### src/rtl/serial_adder.sv
// serial_adder: WIDTH-bit adder built from one DIGIT-bit slice, DIGIT bits/clock.
// Optional subtract mode when SERIAL_ADDER_SUB_EN is defined (adds port sub).
module serial_adder #(
  parameter int WIDTH = 8,
  parameter int DIGIT = 1
) (
  input  logic             clk,
  input  logic             rst,
  input  logic             start,
`ifdef SERIAL_ADDER_SUB_EN
  input  logic             sub,
`endif
  input  logic [WIDTH-1:0] a,
  input  logic [WIDTH-1:0] b,
  input  logic             cin,
  output logic             ready,
  output logic             done,
  output logic [WIDTH-1:0] sum,
  output logic             cout
);

  localparam int N  = WIDTH / DIGIT;
  localparam int CW = (N > 1) ? $clog2(N) : 1;

  typedef enum logic [1:0] {
    S_IDLE,
    S_RUN,
    S_DONE
  } state_t;

  state_t           state_q, state_d;
  logic [WIDTH-1:0] a_q, a_d;
  logic [WIDTH-1:0] b_q, b_d;
  logic             carry_q, carry_d;
  logic [CW-1:0]    cnt_q, cnt_d;
  logic [WIDTH-1:0] sum_q, sum_d;
  logic             cout_q, cout_d;
  logic             ready_q, ready_d;
  logic             done_q, done_d;

  logic [DIGIT:0]   slice;
  logic [WIDTH-1:0] b_in;
  logic             c_in;
  logic             last;

  // Operand conditioning at start: subtract is a + ~b + 1.
  always_comb begin
`ifdef SERIAL_ADDER_SUB_EN
    b_in = sub ? ~b : b;
    c_in = sub ? 1'b1 : cin;
`else
    b_in = b;
    c_in = cin;
`endif
  end

  // One DIGIT-bit full-adder slice on the low chunk of the operands.
  always_comb begin
    slice = {1'b0, a_q[DIGIT-1:0]}
          + {1'b0, b_q[DIGIT-1:0]}
          + {{DIGIT{1'b0}}, carry_q};
    last  = (cnt_q == CW'(N - 1));
  end

  // Next-state and datapath update for the IDLE/RUN/DONE sequencer.
  always_comb begin
    state_d = state_q;
    a_d     = a_q;
    b_d     = b_q;
    carry_d = carry_q;
    cnt_d   = cnt_q;
    sum_d   = sum_q;
    cout_d  = cout_q;
    ready_d = ready_q;
    done_d  = 1'b0;
    unique case (state_q)
      S_IDLE: begin
        ready_d = 1'b1;
        if (start) begin
          a_d     = a;
          b_d     = b_in;
          carry_d = c_in;
          sum_d   = '0;
          cout_d  = 1'b0;
          cnt_d   = '0;
          ready_d = 1'b0;
          state_d = S_RUN;
        end
      end
      S_RUN: begin
        carry_d = slice[DIGIT];
        sum_d   = (sum_q >> DIGIT)
                | (WIDTH'(slice[DIGIT-1:0]) << (WIDTH - DIGIT));
        a_d     = a_q >> DIGIT;
        b_d     = b_q >> DIGIT;
        cnt_d   = cnt_q + 1'b1;
        if (last) begin
          cout_d  = slice[DIGIT];
          done_d  = 1'b1;
          state_d = S_DONE;
        end
      end
      S_DONE: begin
        ready_d = 1'b1;
        state_d = S_IDLE;
      end
      default: begin
        ready_d = 1'b1;
        state_d = S_IDLE;
      end
    endcase
  end

  // State and registered outputs; reset aborts any add in flight.
  always_ff @(posedge clk) begin
    if (rst) begin
      state_q <= S_IDLE;
      a_q     <= '0;
      b_q     <= '0;
      carry_q <= 1'b0;
      cnt_q   <= '0;
      sum_q   <= '0;
      cout_q  <= 1'b0;
      ready_q <= 1'b1;
      done_q  <= 1'b0;
    end else begin
      state_q <= state_d;
      a_q     <= a_d;
      b_q     <= b_d;
      carry_q <= carry_d;
      cnt_q   <= cnt_d;
      sum_q   <= sum_d;
      cout_q  <= cout_d;
      ready_q <= ready_d;
      done_q  <= done_d;
    end
  end

  assign ready = ready_q;
  assign done  = done_q;
  assign sum   = sum_q;
  assign cout  = cout_q;

endmodule

### config.mk
export PLATFORM = sky130hd
export DESIGN_NAME = serial_adder
export DESIGN_NICKNAME = d
export VERILOG_FILES = /design/src/rtl/serial_adder.sv
export SDC_FILE = /design/constraint.sdc
export NUM_CORES = 1
export LEC_CHECK = 0
export CAP_MARGIN = 40
export CORE_ASPECT_RATIO = 2
export CORE_UTILIZATION = 45
export CTS_CLUSTER_DIAMETER = 40
export DETAILED_ROUTE_END_ITERATION = 10
export GPL_TIMING_DRIVEN = 0
export HOLD_SLACK_MARGIN = 0.05
export PLACE_DENSITY = 0.71
export SLEW_MARGIN = 20
export SYNTH_ARGS = -nofsm -noshare
export SYNTH_HDL_FRONTEND = slang
export SYNTH_SLANG_ARGS = --single-unit
### constraint.sdc
create_clock -name clk -period 3.3 [get_ports clk]
set_clock_uncertainty 0.2 [all_clocks]
set_input_delay 0.66 -clock clk [delete_from_list [all_inputs] [get_ports clk]]
set_output_delay 0.66 -clock clk [all_outputs]
set_load 0.005 [all_outputs]
==> impl_metrics.py <==
metrics = {
    "setup_path": {
        "crit_required_ns": 2.44,
        "start_kind": "flop",
        "reg2regPathDepth": 5,
        "path_depth": 1,
        "crit_fanout": 3,
        "worstPathCellList": "clkdlybuf4s50_1",
        "crit_arrival_ns": 1.16,
        "reg2reg_slack_ns": 1.81,
        "cp_slowest_cell": "clkdlybuf4s50_1",
        "rr_endpoint": "carry_q",
        "slowest_delay_ns": 0.52,
        "end_kind": "output port",
        "crit_start": "sum[2]",
        "reg2reg_from": "a_q[0]",
        "worst-setup-path-type": "flop to output port",
        "path_buf_inv": 1,
        "cpLargestDelayFamily": "buffers and inverters",
        "critical_path.endpoint": "sum[2]",
    },
    "timing": {
        "max_freq_ghz": 0.494,
        "fin_crit_sh_pct": 61.3,
        "setup_viol": 0,
        "maxSlewViolCount": 0,
        "final.min_clock_period_ns": 2.02,
        "rsz0062_at_grt": "false",
        "tns_ns": 0,
        "slew_headroom_pct": 61.2,
        "finalHoldViolations": 0,
        "worst_slew_pin_slew_ns": 0.582,
    },
    "final_layout": {
        "final_net_count": 210,
        "drive_above_1_share_pct": 18.2,
        "antennaDiodeCount": 0,
        "area_growth_pct": 27.0,
        "fin_area_um2": 1920,
    },
    "job": {
        "max-cap-violations": 0,
    },
    "clock_network": {
        "hold_buffers": 0,
        "tritoncts": "yes",
        "cts.repair.resized": 0,
        "clockBufferDepth": 2,
        "cts_buffers": 5,
        "post_cts_buffers": 0,
        "cts.sinks": 33,
        "clk_latency_ns": 0.28,
        "cts.htree.levels": 2,
        "cts_root_buffer": "clkbuf_8",
        "clkSlewWorstSetupHoldPaths_ns": 0.06,
    },
    "die": {
        "die_x_um": 43.0,
        "fp-row-count": 29,
        "start_util_pct": 47.4,
        "core_area_um2": 3190,
        "io_pins": 31,
        "dieArea_um2": 3610,
        "die_h_um": 84.0,
    },
    "status": {
        "status": "completed",
    },
    "pwr": {
        "ir_worst_vdd_mv": 0.311,
        "powerDensity_nw_per_um2": 447,
        "fin_total_pwr_uw": 859,
        "p_leak_nw": 0.725,
    },
    "placement": {
        "gp_congestion": 0.748,
        "port-buffer-count": 29,
        "dpl-instance-area_um2": 1840,
        "hpwlAfterDp_mm": 2.40,
    },
    "synthesis": {
        "yosysSeqAreaShare_pct": 43.7,
        "yosys.area.top_type_share_pct": 43.7,
        "avgSynthCellArea_um2": 10.1,
        "ys_types": 32,
        "synthCells": 150,
        "yosys.area.top_type": "dfxtp_1",
        "synthesis.nets": 174,
        "ys_top_cells_by_count": "33 x dfxtp_1, 32 x nor2_1, 12 x a22oi_1",
        "synth_area_leaders": "dfxtp_1 44%, nor2_1 7.9%, a22oi_1 6.0%, o2bb2ai_2 6.0%, a211oi_2 5.0%",
        "synth_warnings": 0,
        "synth_area_um2": 1510,
        "synth-async-reset-ratio_pct": 0,
        "synth_ff_type": "dfxtp_1",
        "yosys_register_bits": 33,
        "yosysMostFrequentCell": "dfxtp_1",
        "synth-edff-count": 0,
    },
    "routing": {
        "drt-initial-drc-count": 49,
        "wirelength_mm": 3.30,
        "firstDrtPassIters": 4,
        "wl_per_cell_um": 15.1,
        "drcViolationCount": 0,
        "vias_per_cell": 5.72,
        "ant_nets": 0,
        "vias": 1248,
    },
    "global_route": {
        "grt_use_total_pct": 20.8,
        "antenna_found_initial": 0,
        "busiest_layer": "met2",
        "grt_max_degree": 11,
        "overflow": 0,
        "grtUsageMet1_pct": 22.7,
        "grt_first_pass_wirelength_mm": 5.82,
        "grt_util_met2_pct": 37.2,
        "met3_usage_pct": 4.33,
        "first_global_vias": 1310,
    },
    "worst_hold_path": {
        "hold_class": "flop to flop",
    },
}
[where the power goes]
part / switching (mW) / internal [mW] / total [mW] / leakage [nW]
Combinational: 0.0670 / 0.0712 / 0.138 / 0.415
Sequential: 0.0137 / 0.421 / 0.435 / 0.271
Clock: 0.136 / 0.150 / 0.286 / 0.0395
[state kept, by name, indices dropped and copies added (netlist names)]
name,count
state_q,2
a_q,8
cout,1
sum,8
ready,1
carry_q,1
b_q,8
cnt_q,3
done,1
[placed cells by master (no fill, tap or decap), drive strengths merged]
cell type and n:
nor2 38, dfxtp 33, clkdlybuf4s50 29, a211oi 14
a22oi 12, o2bb2ai 12, clkbuf 11, buf 9
inv 6, ha 3, a221oi 2, nand3b 2
and3b 2, o22ai 2, o21bai 1, nand2 1
and2b 1, a31oi 1, a211o 1, mux2i 1
o21ba 1, nor3b 1, nor2b 1, a21oi 1
nand2b 1, fa 1
[stage by stage]
step                      util, %  setup slack (ns)  std cells  hold WS [ns]
after floorplan                 -              1.65        150         0.263
after global placement       57.7              1.15        210         0.249
after detailed placement     57.7              1.12        210         0.257
after CTS                    60.2              1.27        218         0.272
after global routing         60.2              1.22        218         0.301
final                        60.2              1.28        218         0.266
[layout make-up]
type / count / area (um^2)
Fill cell: 308 / 1270
Multi-Input combinational cell: 99 / 738
Sequential cell: 33 / 661
Timing Repair Buffer: 29 / 290
Buffer: 12 / 91.3
Clock buffer: 8 / 80.1
Tap cell: 31 / 38.8
Inverter: 6 / 22.5
[layer usage]
metal,vias up,share of wire (%)
met1,605,41
met2,30,53
met4,0,1.9
met3,5,4.1
li1,608,-
met5,-,0
[cells by family (layout without fill, tap and decap cells)]
group	count (synthesis)	in the layout	share of synthesized area (%)
AOI/OAI and AO/OA	47	47	29.5
and+or+nand+nor	47	47	14.8
adders and majority gates	4	4	3.81
DFF	33	33	43.7
buffers and inverters	18	55	7.53
muxes	1	1	0.662
[worst min path at each step]
stage	from	end	slack, ns	cells past startpoint
detailed placement	ready	ready	0.26	1
finish	ready	ready	0.27	1
global placement	ready	ready	0.25	1
CTS	ready	ready	0.27	1
floorplan	ready	ready	0.26	1
global route	ready	ready	0.30	1
[worst reg2reg max path: cells and delay by family, from the launching register on]
family,cells,cell delay [ns]
flops,1,0.31
fa+ha+maj,1,0.45
compound gates,2,0.27
simple gates,1,0.12
buf+inv,1,0.06
Power figures use the tool's default switching activity.
